[config.mk]
export PLATFORM = sky130hd
export DESIGN_NAME = time_keeper_display
export DESIGN_NICKNAME = d
export VERILOG_FILES = /design/src/rtl/time_display_pkg.sv /design/src/rtl/seven_seg_encode.sv /design/src/rtl/time_keeper_display.sv
export SDC_FILE = /design/constraint.sdc
export NUM_CORES = 1
export LEC_CHECK = 0
export BUFFER_PORTS_ARGS = -buffer_cell sky130_fd_sc_hd__clkbuf_2
export CELL_PAD_IN_SITES_DETAIL_PLACEMENT = 0
export CELL_PAD_IN_SITES_GLOBAL_PLACEMENT = 2
export CORE_ASPECT_RATIO = 1.2
export CORE_MARGIN = 3
export CORE_UTILIZATION = 40
export DETAILED_ROUTE_END_ITERATION = 16
export PLACE_DENSITY = 0.91
export SLEW_MARGIN = 0
export SYNTH_ARGS = -nofsm -noshare
export SYNTH_HDL_FRONTEND = slang
export SYNTH_HIERARCHICAL = 1
export SYNTH_SLANG_ARGS = --single-unit
[constraint.sdc]
create_clock -name cmosClock -period 11.2 [get_ports cmosClock]
set_input_delay 2.8 -clock cmosClock [delete_from_list [all_inputs] [get_ports cmosClock]]
set_output_delay 2.8 -clock cmosClock [all_outputs]
set_load 0.1 [all_outputs]
[src/rtl/time_display_pkg.sv]
// Shared definitions for the time keeper and its seven-segment display path.
// Contents:
//   SEC_MAX / MIN_MAX / HOUR_MAX : wrap points of the time fields
//   NUM_DIGITS                   : number of multiplexed display digits
//   BLANK                        : all-segments-off pattern (active-high)
//   bcd_t, to_bcd()              : tens/units split of a 0..59 value
//   seg_encode()                 : digit 0..9 -> active-high {dp,g,f,e,d,c,b,a}
package time_display_pkg;

   localparam logic [5:0] SEC_MAX    = 6'd59;
   localparam logic [5:0] MIN_MAX    = 6'd59;
   localparam logic [4:0] HOUR_MAX   = 5'd23;
   localparam int         NUM_DIGITS = 4;
   localparam logic [7:0] BLANK      = 8'h00;

   typedef struct packed {
      logic [3:0] tens;
      logic [3:0] units;
   } bcd_t;

   // Compare/subtract split; the input never exceeds 59, so no divider is needed.
   function automatic bcd_t to_bcd(input logic [5:0] value);
      bcd_t       r;
      logic [5:0] rem;
      r.tens = 4'd0;
      rem    = value;
      if (value >= 6'd50) begin
         r.tens = 4'd5;
         rem    = value - 6'd50;
      end else if (value >= 6'd40) begin
         r.tens = 4'd4;
         rem    = value - 6'd40;
      end else if (value >= 6'd30) begin
         r.tens = 4'd3;
         rem    = value - 6'd30;
      end else if (value >= 6'd20) begin
         r.tens = 4'd2;
         rem    = value - 6'd20;
      end else if (value >= 6'd10) begin
         r.tens = 4'd1;
         rem    = value - 6'd10;
      end
      r.units = rem[3:0];
      return r;
   endfunction

   function automatic logic [7:0] seg_encode(input logic [3:0] digit);
      logic [7:0] seg;
      case (digit)
         4'd0:    seg = 8'h3F;
         4'd1:    seg = 8'h06;
         4'd2:    seg = 8'h5B;
         4'd3:    seg = 8'h4F;
         4'd4:    seg = 8'h66;
         4'd5:    seg = 8'h6D;
         4'd6:    seg = 8'h7D;
         4'd7:    seg = 8'h07;
         4'd8:    seg = 8'h7F;
         4'd9:    seg = 8'h6F;
         default: seg = BLANK;
      endcase
      return seg;
   endfunction

endpackage

[src/rtl/seven_seg_encode.sv]
// Combinational seven-segment encoder, active-high segments.
// Ports:
//   digit    in  4  value 0..9 to show
//   blank    in  1  1 = all segments a..g off
//   dp       in  1  decimal point / colon segment
//   segments out 8  {dp,g,f,e,d,c,b,a}
module seven_seg_encode
   import time_display_pkg::*;
(
   input  logic [3:0] digit,
   input  logic       blank,
   input  logic       dp,
   output logic [7:0] segments
);

   // NOTE: every signal assigned in always_comb gets a value on every path,
   // otherwise synthesis infers a latch.
   always_comb begin
      segments    = blank ? BLANK : seg_encode(digit);
      segments[7] = dp;
   end

endmodule

[src/rtl/time_keeper_display.sv]
// Hours/minutes/seconds time keeper with manual setting and a 4-digit
// multiplexed seven-segment display (HH:MM or MM:SS, optional 12-hour view,
// blinking colon on digit 2). Single clock; the second rate comes from a
// clock-enable prescaler, not a derived clock.
// Ports:
//   cmosClock          in   1  board clock, rising edge
//   reset              in   1  synchronous, active-high
//   runEnable          in   1  1 = time advances, 0 = prescaler and time frozen
//   setHour            in   1  one-cycle pulse: hour +1
//   setMinute          in   1  one-cycle pulse: minute +1, seconds cleared
//   displayMode        in   1  0 = HH:MM, 1 = MM:SS
//   format12           in   1  1 = 12-hour view (HH:MM only)
//   secondTick         out  1  one-cycle pulse with each seconds increment
//   hours              out  5  0..23
//   minutes            out  6  0..59
//   seconds            out  6  0..59
//   sevenSegmentEnable out  4  bit i selects digit i, d0 rightmost
//   sevenSegmentData   out  8  {dp,g,f,e,d,c,b,a}
module time_keeper_display
   import time_display_pkg::*;
#(
   parameter int TICKS_PER_SECOND = 100000000,
   parameter int REFRESH_DIV      = 100000,
   parameter int ACTIVE_LOW       = 1
) (
   input  logic                  cmosClock,
   input  logic                  reset,
   input  logic                  runEnable,
   input  logic                  setHour,
   input  logic                  setMinute,
   input  logic                  displayMode,
   input  logic                  format12,
   output logic                  secondTick,
   output logic [4:0]            hours,
   output logic [5:0]            minutes,
   output logic [5:0]            seconds,
   output logic [NUM_DIGITS-1:0] sevenSegmentEnable,
   output logic [7:0]            sevenSegmentData
);

   localparam int PRESC_W = (TICKS_PER_SECOND > 1) ? $clog2(TICKS_PER_SECOND) : 1;
   localparam int REF_W   = (REFRESH_DIV > 1) ? $clog2(REFRESH_DIV) : 1;

   localparam logic [PRESC_W-1:0] PRESC_LAST = PRESC_W'(TICKS_PER_SECOND - 1);
   localparam logic [PRESC_W-1:0] PRESC_HALF = PRESC_W'(TICKS_PER_SECOND / 2);
   localparam logic [PRESC_W-1:0] PRESC_ONE  = PRESC_W'(1);
   localparam logic [REF_W-1:0]   REF_LAST   = REF_W'(REFRESH_DIV - 1);
   localparam logic [REF_W-1:0]   REF_ONE    = REF_W'(1);

   // XOR masks applied at the output registers; all ones for an active-low board.
   localparam logic                  INVERT   = (ACTIVE_LOW != 0);
   localparam logic [NUM_DIGITS-1:0] EN_MASK  = {NUM_DIGITS{INVERT}};
   localparam logic [7:0]            SEG_MASK = {8{INVERT}};

   logic [PRESC_W-1:0] presc;
   logic [REF_W-1:0]   refresh_cnt;
   logic [1:0]         scan_idx;

   logic set_any;
   assign set_any = setHour | setMinute;

   // ---------------------------------------------------------------------------
   // Prescaler, time cascade and manual setting. A set pulse restarts the
   // second and swallows a tick that would land on the same edge.
   // ---------------------------------------------------------------------------
   // NOTE: sequential state uses non-blocking assignments so every register
   // samples the pre-edge values, matching the flop hardware.
   always_ff @(posedge cmosClock) begin
      if (reset) begin
         presc      <= '0;
         secondTick <= 1'b0;
         hours      <= '0;
         minutes    <= '0;
         seconds    <= '0;
      end else if (set_any) begin
         presc      <= '0;
         secondTick <= 1'b0;
         if (setMinute) begin
            minutes <= (minutes == MIN_MAX) ? 6'd0 : minutes + 6'd1;
            seconds <= '0;
         end
         if (setHour) begin
            hours <= (hours == HOUR_MAX) ? 5'd0 : hours + 5'd1;
         end
      end else if (runEnable && (presc == PRESC_LAST)) begin
         presc      <= '0;
         secondTick <= 1'b1;
         if (seconds == SEC_MAX) begin
            seconds <= '0;
            if (minutes == MIN_MAX) begin
               minutes <= '0;
               hours   <= (hours == HOUR_MAX) ? 5'd0 : hours + 5'd1;
            end else begin
               minutes <= minutes + 6'd1;
            end
         end else begin
            seconds <= seconds + 6'd1;
         end
      end else begin
         secondTick <= 1'b0;
         if (runEnable) presc <= presc + PRESC_ONE;
      end
   end

   // ---------------------------------------------------------------------------
   // Digit scan: each digit is held for REFRESH_DIV cycles.
   // ---------------------------------------------------------------------------
   always_ff @(posedge cmosClock) begin
      if (reset) begin
         refresh_cnt <= '0;
         scan_idx    <= '0;
      end else if (refresh_cnt == REF_LAST) begin
         refresh_cnt <= '0;
         scan_idx    <= scan_idx + 2'd1;
      end else begin
         refresh_cnt <= refresh_cnt + REF_ONE;
      end
   end

   // ---------------------------------------------------------------------------
   // Digit selection
   // ---------------------------------------------------------------------------
   logic [4:0] hour_disp;
   bcd_t       hour_bcd;
   bcd_t       min_bcd;
   bcd_t       sec_bcd;
   logic       colon_lit;
   logic [3:0] cur_digit;
   logic       cur_blank;
   logic       cur_dp;
   logic [7:0] seg_next;
   logic [NUM_DIGITS-1:0] enable_next;

   // 12-hour view: 0 and 12 both read as 12, 13..23 read as 1..11.
   always_comb begin
      hour_disp = hours;
      if (format12 && !displayMode) begin
         if (hours >= 5'd12) hour_disp = hours - 5'd12;
         if (hour_disp == 5'd0) hour_disp = 5'd12;
      end
   end

   assign hour_bcd  = to_bcd({1'b0, hour_disp});
   assign min_bcd   = to_bcd(minutes);
   assign sec_bcd   = to_bcd(seconds);
   // Steady when stopped, otherwise lit for the first half of each second.
   assign colon_lit = !runEnable || (presc < PRESC_HALF);

   always_comb begin
      cur_digit = 4'd0;
      cur_blank = 1'b0;
      cur_dp    = 1'b0;
      case (scan_idx)
         2'd3: begin
            cur_digit = displayMode ? min_bcd.tens : hour_bcd.tens;
            // Leading-zero suppression only in the 12-hour clock view.
            cur_blank = !displayMode && format12 && (hour_bcd.tens == 4'd0);
         end
         2'd2: begin
            cur_digit = displayMode ? min_bcd.units : hour_bcd.units;
            cur_dp    = colon_lit;
         end
         2'd1:    cur_digit = displayMode ? sec_bcd.tens : min_bcd.tens;
         default: cur_digit = displayMode ? sec_bcd.units : min_bcd.units;
      endcase
   end

   assign enable_next = NUM_DIGITS'(1) << scan_idx;

   seven_seg_encode u_encode (
      .digit    (cur_digit),
      .blank    (cur_blank),
      .dp       (cur_dp),
      .segments (seg_next)
   );

   // Enable and data share one register stage so they never skew apart.
   always_ff @(posedge cmosClock) begin
      if (reset) begin
         sevenSegmentEnable <= EN_MASK;
         sevenSegmentData   <= SEG_MASK;
      end else begin
         sevenSegmentEnable <= enable_next ^ EN_MASK;
         sevenSegmentData   <= seg_next ^ SEG_MASK;
      end
   end

endmodule
* Word-level counts from Yosys, hierarchy flattened
Memories as Yosys holds them, arrays and structs flattened. Index checks and enable logic that the tools add are counted.
Word-level totals: flip-flop bits (word level) 76, latch bits 0, RAM bits 0, ROM bits 112, input port bits 7, output and inout bits 30, memories kept 1
Operators by class: add/subtract/negate cells 22, $mul 0, divide/modulo/power cells 0, order comparisons 17, equality and inequality tests 10, shift operators 1, muxes and demuxes 58, bitwise gates (word level) 3, reductions and logical operators 17
Memory list:
- (name not given) | depth 16, width 7, rd ports 1, clocked after memory_dff 0, write ports 0, line time_display_pkg.sv:49 | case (digit)
Operators with widths (number):
- $mux W4 | 19
- $mux W6 | 9
- $mux W5 | 10
- $sub A4 B4 Y4 const B | 9
- $add A27 B1 Y27 const B | 1
- $eq A27 B27 Y1 const B | 1
- $lt A27 B26 Y1 const B | 1
- $ge A6 B5 Y1 const B | 4
- $ge A6 B6 Y1 const B | 4
- $mux W3 | 6
- $add A17 B1 Y17 const B | 1
- $eq A17 B17 Y1 const B | 1
- $add A6 B1 Y6 const B | 2
- $eq A6 B6 Y1 const B | 2
- $ge A5 B6 Y1 const B | 2
- $ge A6 B4 Y1 const B | 2
- $mux W2 | 6
- $pmux W4 S3 | 1
- $sub A4 B2 Y4 const B | 3
- $sub A4 B3 Y4 const B | 3
- $ge A5 B4 Y1 const B | 2
- $ge A5 B5 Y1 const B | 2
- $not A8 Y8 | 1
- $mux W7 | 1
- other kinds (22) | 35

* Depth between registers and ports, before layout
Gate-level depths: netlist (run 1).
word-level depth 17, mapped depth 20, gate-level depth less buffers 20

* Hierarchy
The synthesis (run 1) kept the hierarchy.
By module, submodules not included:
- time_keeper_display | times used 1, cells each 615, area each 4961.0 µm², sequential area each 1521.5 µm²
- seven_seg_encode | times used 1, cells each 32, area each 237.7 µm², sequential area each 0.0 µm²

* Least setup slack after synthesis (run 1)
OpenSTA, ideal clock, no wires.
kind input port to flip-flop, start input port displayMode, end register sevenSegmentData[0], arrival 5.828 ns, path slack 5.252 ns, stages on the path 18, path buffers 1, cells stage by stage buf_2 -> and2b_1 -> a311oi_1 -> a41oi_2 -> inv_2 -> ha_1 -> nand3_1 -> and3_1 -> nand3_1 -> mux2i_1 -> a21o_1 -> a32oi_1 -> inv_1 -> ha_1 -> or2_0 -> a21o_1 -> o31ai_1 -> nand2b_1
Between the ends: cells in the longest elaborated chain, start to end 14, elaborated cells on any way between the ends 34, classes of those cells 5 x add/sub; 5 x order compare; 18 x mux; 1 x bitwise; 4 x reduce/logical; 1 x memory
RTL lines:
- from (decl) | line time_keeper_display.sv:31 | input logic displayMode,
- $logic_not A1 Y1 | line time_keeper_display.sv:137 | if (format12 && !displayMode) begin
- $logic_and A1 B1 Y1 | line time_keeper_display.sv:137
- $mux W5 | line time_keeper_display.sv:137
- $sub A4 B4 Y4 / $ge A5 B4 Y1 (equally long branches) | line time_display_pkg.sv:41, time_display_pkg.sv:39
- $mux W4 | line time_display_pkg.sv:39 | end else if (value >= 6'd10) begin
- $mux W4 | line time_display_pkg.sv:36 | end else if (value >= 6'd20) begin
- $mux W4 | line time_display_pkg.sv:33 | end else if (value >= 6'd30) begin
- $mux W4 | line time_display_pkg.sv:30 | end else if (value >= 6'd40) begin
- $mux W4 | line time_display_pkg.sv:27 | if (value >= 6'd50) begin
- $mux W4 | line time_keeper_display.sv:160 | cur_digit = displayMode ? min_bcd.units : hour_bcd.units;
- $pmux W4 S3 (*) | line time_keeper_display.sv:153 | case (scan_idx)
- net cur_digit[1] | line time_keeper_display.sv:128 | logic [3:0] cur_digit;
- $mem_v2 Z16 W7 (*)
- $mux W7 (*) | line seven_seg_encode.sv:19 | segments = blank ? BLANK : seg_encode(digit);
- net seg_next[0] | line time_keeper_display.sv:131 | logic [7:0] seg_next;
- $not A8 Y8 (no source line) (*)
- to (signal assigned) | line time_keeper_display.sv:184 | sevenSegmentData <= seg_next ^ SEG_MASK;
- to (decl) | line time_keeper_display.sv:38 | output logic [7:0] sevenSegmentData
The timed path passes the listed nets; every way through them passes the cells marked *. A chain may end at the register's enable or synchronous reset.

* Worst setup path in the final report (run 1)
Ends and elaborated chain as after synthesis.

==> results of run 1 <==
## area by class of cell
class,count,area [sq um]
clock buffer,13,250
clock inverter,2,35.0
fill,1275,6920
inverter,30,113
multi-input combinational,514,3440
sequential,76,1520
tap,164,205
timing repair buffer,36,180
## sequential cells by signal, indices dropped and copies added (netlist names)
register and cells:
scan_idx 2, hours 5, refresh_cnt 17, seconds 6
minutes 6, sevenSegmentData 8, presc 27, sevenSegmentEnable 4
secondTick 1
## worst register-to-register path, delay by kind of cell (launching register included)
kind	cells	cell delay [ns]
AOI/OAI and AO/OA	6	1.54
adders and majority gates	3	0.94
buffers and inverters	2	0.33
DFF	1	0.56
muxes	2	0.21
and+or+nand+nor	6	1.01
## final timing paths
check / from / to / slack, ns / cells past startpoint
max: displayMode / sevenSegmentData[0] / 4.95 / 18
min: refresh_cnt[0] / refresh_cnt[0] / 0.47 / 1
min reg2reg: refresh_cnt[0] / refresh_cnt[0] / 0.47 / 1
max reg2reg: hours[2] / sevenSegmentData[0] / 6.54 / 19
## metrics by stage
step / hold WS (ns) / cell area (sq um)
2_1_floorplan: 0.430 / 5200
3_3_place_gp: 0.447 / 5460
4_1_cts: 0.468 / 5750
6_report: 0.466 / 5750
3_5_place_dp: 0.455 / 5460
5_1_grt: 0.487 / 5750
## routing by layer
metal | vias to the layer above | GRT usage | wire [microns]
met1 | 2191 | 0.212 | 5410
met3 | 19 | 0.0339 | 478
met2 | 97 | 0.304 | 6040
met5 | - | 0 | 0
li1 | 2320 | - | -
met4 | 0 | 0.0653 | 223
## logic make-up after synthesis
group / synth area share
adder cells (fa/ha/maj): 0.106
multiplexers: 0.0253
AND/OR/NAND/NOR: 0.288
XOR/XNOR: 0.0758
AO/OA/AOI/OAI: 0.168
buffers and inverters: 0.0450
flip-flops: 0.293
## layout by cell type, fill, tap and decap left out, drive strengths merged, types with 20 or more instances in the layout
cell,count
nor2,86
dfxtp,76
clkbuf,49
nand2,45
ha,44
a21oi,35
inv,30
nand2b,30
xnor2,28
nand3,25
o21ai,24
nor3,20
## report_power, final
group	total, uW	internal, uW	switching [uW]
Combinational	71.3	18.6	52.7
Sequential	280	275	4.96
Clock	290	177	112
Total	641	471	170
==> flow_summary.ini, run 1 <==
[worst_setup_path]
crit_fanout = 19
crit_type = input pin to flop
cp.required_ns = 11.44
crit_arrival_ns = 6.49
worst-path-buf-inv = 3
crit_chain = clkbuf_2 -> and2b_1 -> a311oi_1 -> a41oi_2 -> inv_2 -> ha_1 -> nand3_1 -> and3_1 -> nand3_1 -> mux2i_1 -> a21o_1 -> a32oi_1 -> inv_1 -> ha_1 -> or2_0 -> a21o_1 -> o31ai_1 -> nand2b_1
startpoint_type = input pin
max_stage_delay_ns = 0.44
slowest_stage = a32oi_1
worst_setup_path_end_kind = flop
cp_top_family = compound AO/OA/AOI/OAI gates

[die]
die_w_microns = 110
io_pins = 37
initial_core_util = 0.410
die-area_sq_um = 14400
num_rows = 45
die_h_microns = 131
core_area_sq_um = 12700

[timing]
max-slew-margin-rel = 0.385
finalSetupViolCount = 0
setup_tns_ns = 0
finalHoldViolCount = 0
timing.final.crit_share = 0.558
fmax_mhz = 160
finalCriticalPeriod_ns = 6.25
worst_pin_slew_ns = 0.922
skew_ns = 0.0129
rsz0062_at_grt = false
drv_slew = 0
fin_ws_ns = 4.95

[layout]
antenna_cells = 0
syn_to_final_growth_pct = 10.6
nNetsFinal = 718
utilization = 0.454
final_cells = 835
drive_above_1_share = 0.104

[yosys]
synth_ff_type = dfxtp_1
yosysMostFrequentCell = nor2_1
synth_top_cell_area_share = 0.293
syn-mean-instance-area_sq_um = 8.04
synth_nets = 698
yosys.cell_types.count = 77
async_flop_share = 0
yosysTopAreaCell = dfxtp_1
synth_seq_cells = 76
ys_top_cells_by_area = dfxtp_1 29%, ha_1 11%, nor2_1 6.2%, xnor2_1 4.7%, nand2b_1 3.4%
ys_top_cells_by_count = 86 x nor2_1, 76 x dfxtp_1, 45 x nand2_1, 44 x ha_1, 33 x a21oi_1
yosysWarningCount = 6
syn-cell-area_sq_um = 5200
synth_enable_flop_cells = 0
synthCells = 647
ys_seq_area_frac = 0.293

[detailed_routing]
first_pass_iters = 4
wl_per_cell_microns = 14.6
vias = 4627
wl_mm = 12.2
drt_iter0_markers = 211
ant_nets = 0
drt-vias-per-instance = 5.54
drc = 0

[power]
max-vdd-ir-drop_v = 0.0000817
power_uw = 641
power.density_nw_per_um2 = 111
power_leakage_uw = 0.00210

[clock_tree]
root_buffer = clkbuf_16
cts_hold_buffers = 0
cts_resized = 0
cts_buffers = 9
cts.sinks = 76
cts_setup_buffers = 0
cts_buffer_depth = 2
cts_tree = done
clk_pin_slew_ns = 0.07
htreeDepth = 3
clk_latency_ns = 0.34

[place]
post-place-cells = 820
numPortBuffers = 36
post-place-ws_ns = 4.68
dp_hpwl_mm = 8.90
gp_congestion = 0.890

[grt]
antenna_found_initial = 0
overflow = 0
grt_use_total = 0.175
grt_first_pass_wirelength_mm = 20.4
grt_max_degree = 35
grt_pass1_vias = 4433

[flow_run]
cap_violations = 0

[worst_hold_path]
min_path_type = flop to flop

[outcome]
status = finished, final reports clean
Power figures use the tool's default switching activity.
==> inputs of run 2 (changes only) <==
- CORE_UTILIZATION: 40 -> 33
- PLACE_DENSITY: 0.91 -> 0.81
- clock period: 11.2 -> 5.72 ns (I/O delays scaled with it)
==> flow_summary.ini, run 2 (synthesized netlist as in run 1, its figures left out) <==
[grt]
met3_usage = 0.0248
antenna_found_initial = 0
grt_first_pass_wirelength_mm = 20.9
overflow = 0
grt_use_total = 0.147
grt_max_degree = 35
use_met1 = 0.174
use_met2 = 0.261
grt_pass1_vias = 4439
grt_busiest_layer = met2

[worst_setup_path]
cp.required_ns = 5.94
crit_type = input pin to flop
crit_fanout = 19
slowest_stage = a41oi_1
crit_chain = clkbuf_2 -> and2b_1 -> a41oi_1 -> inv_1 -> ha_1 -> nand2b_1 -> mux2i_1 -> a41oi_1 -> mux2i_1 -> a21o_1 -> a32oi_1 -> inv_1 -> ha_1 -> or2_0 -> a21o_1 -> o31ai_1 -> nand2b_1
max_stage_delay_ns = 0.52
startpoint_type = input pin
crit_arrival_ns = 5.15
cp_top_family = compound AO/OA/AOI/OAI gates
worst_setup_path_end_kind = flop
worst-path-buf-inv = 3

[die]
io_pins = 37
die-area_sq_um = 17300
die_w_microns = 121
core_area_sq_um = 15200
num_rows = 49
initial_core_util = 0.342
die_h_microns = 143

[layout]
nNetsFinal = 718
syn_to_final_growth_pct = 11.6
antenna_cells = 0
largest_register_ffs = 27
final_cell_mix = 86 x nor2_1, 76 x dfxtp_1, 45 x nand2_1, 44 x ha_1, 36 x clkbuf_2
final_common_cell = nor2_1
largest-register = presc
drive_above_1_share = 0.109
largestRegisters = presc x27, refresh_cnt x17, sevenSegmentData x8
utilization = 0.382

[place]
dp_hpwl_mm = 9.13
numPortBuffers = 36
gp_congestion = 0.833

[timing]
finalSetupViolCount = 0
setup_tns_ns = 0
drv_slew = 0
finalHoldViolCount = 0
skew_ns = 0.00540
timing.final.crit_share = 0.861
finalCriticalPeriod_ns = 4.92
hold-worst-slack_ns = 0.458
worst_pin_slew_ns = 0.936
fmax_mhz = 203
max-slew-margin-rel = 0.376
rsz0062_at_grt = false

[clock_tree]
htreeDepth = 3
cts_tree = done
clk_pin_slew_ns = 0.06
cts_buffer_depth = 2
cts_buffers = 9
cts_hold_buffers = 0
cts.sinks = 76
cts_setup_buffers = 0
root_buffer = clkbuf_16
cts_resized = 0
clk_latency_ns = 0.34

[detailed_routing]
first_pass_iters = 4
drc = 0
ant_nets = 0
drt-vias-per-instance = 5.27
drt_iter0_markers = 201
vias = 4618
wl_per_cell_microns = 14.1
wl_mm = 12.3

[worst_hold_path]
min_path_type = flop to flop

[flow_run]
cap_violations = 0

[power]
power.density_nw_per_um2 = 214
power_leakage_uw = 0.00210
power_uw = 1240
max-vdd-ir-drop_v = 0.000120

[outcome]
status = finished, final reports clean
-- run 2: final timing paths --
kind	cells after the start	to	slack, ns	startpoint
worst max-delay path	17	sevenSegmentData[0]	0.80	displayMode
worst max register to register	19	sevenSegmentData[0]	1.04	hours[2]
worst min-delay path	1	refresh_cnt[0]	0.46	refresh_cnt[0]
worst min register to register	1	refresh_cnt[0]	0.46	refresh_cnt[0]
-- run 2: where the power goes --
group | total, uW | internal [uW] | switching, uW
Clock | 552 | 329 | 224
Sequential | 547 | 538 | 9.43
Combinational | 139 | 36.2 | 103
-- run 2: metrics by stage --
step | cell area, sq um | setup WS [ns] | std cells
detailed placement | 5510 | 0.541 | 860
CTS | 5800 | 0.903 | 876
global placement | 5510 | 0.715 | 860
floorplan | 5200 | 1.14 | 647
finish | 5800 | 0.798 | 876
global route | 5800 | 0.522 | 876
-- run 2: cell type report --
cell class | count | area [sq um]
clock buffers | 13 | 270
clock inverters | 3 | 20.0
fillers | 1620 | 9400
inverters | 30 | 113
multi-input cells | 514 | 3440
flip-flops and latches | 76 | 1520
well taps | 204 | 255
repair buffers | 36 | 180
-- run 2: per-layer routing --
layer  up-vias  routed length, microns
met5         -                       0
met4         0                     296
met3        15                     368
met2        57                    6110
met1      2219                    5550
li1       2327                       -
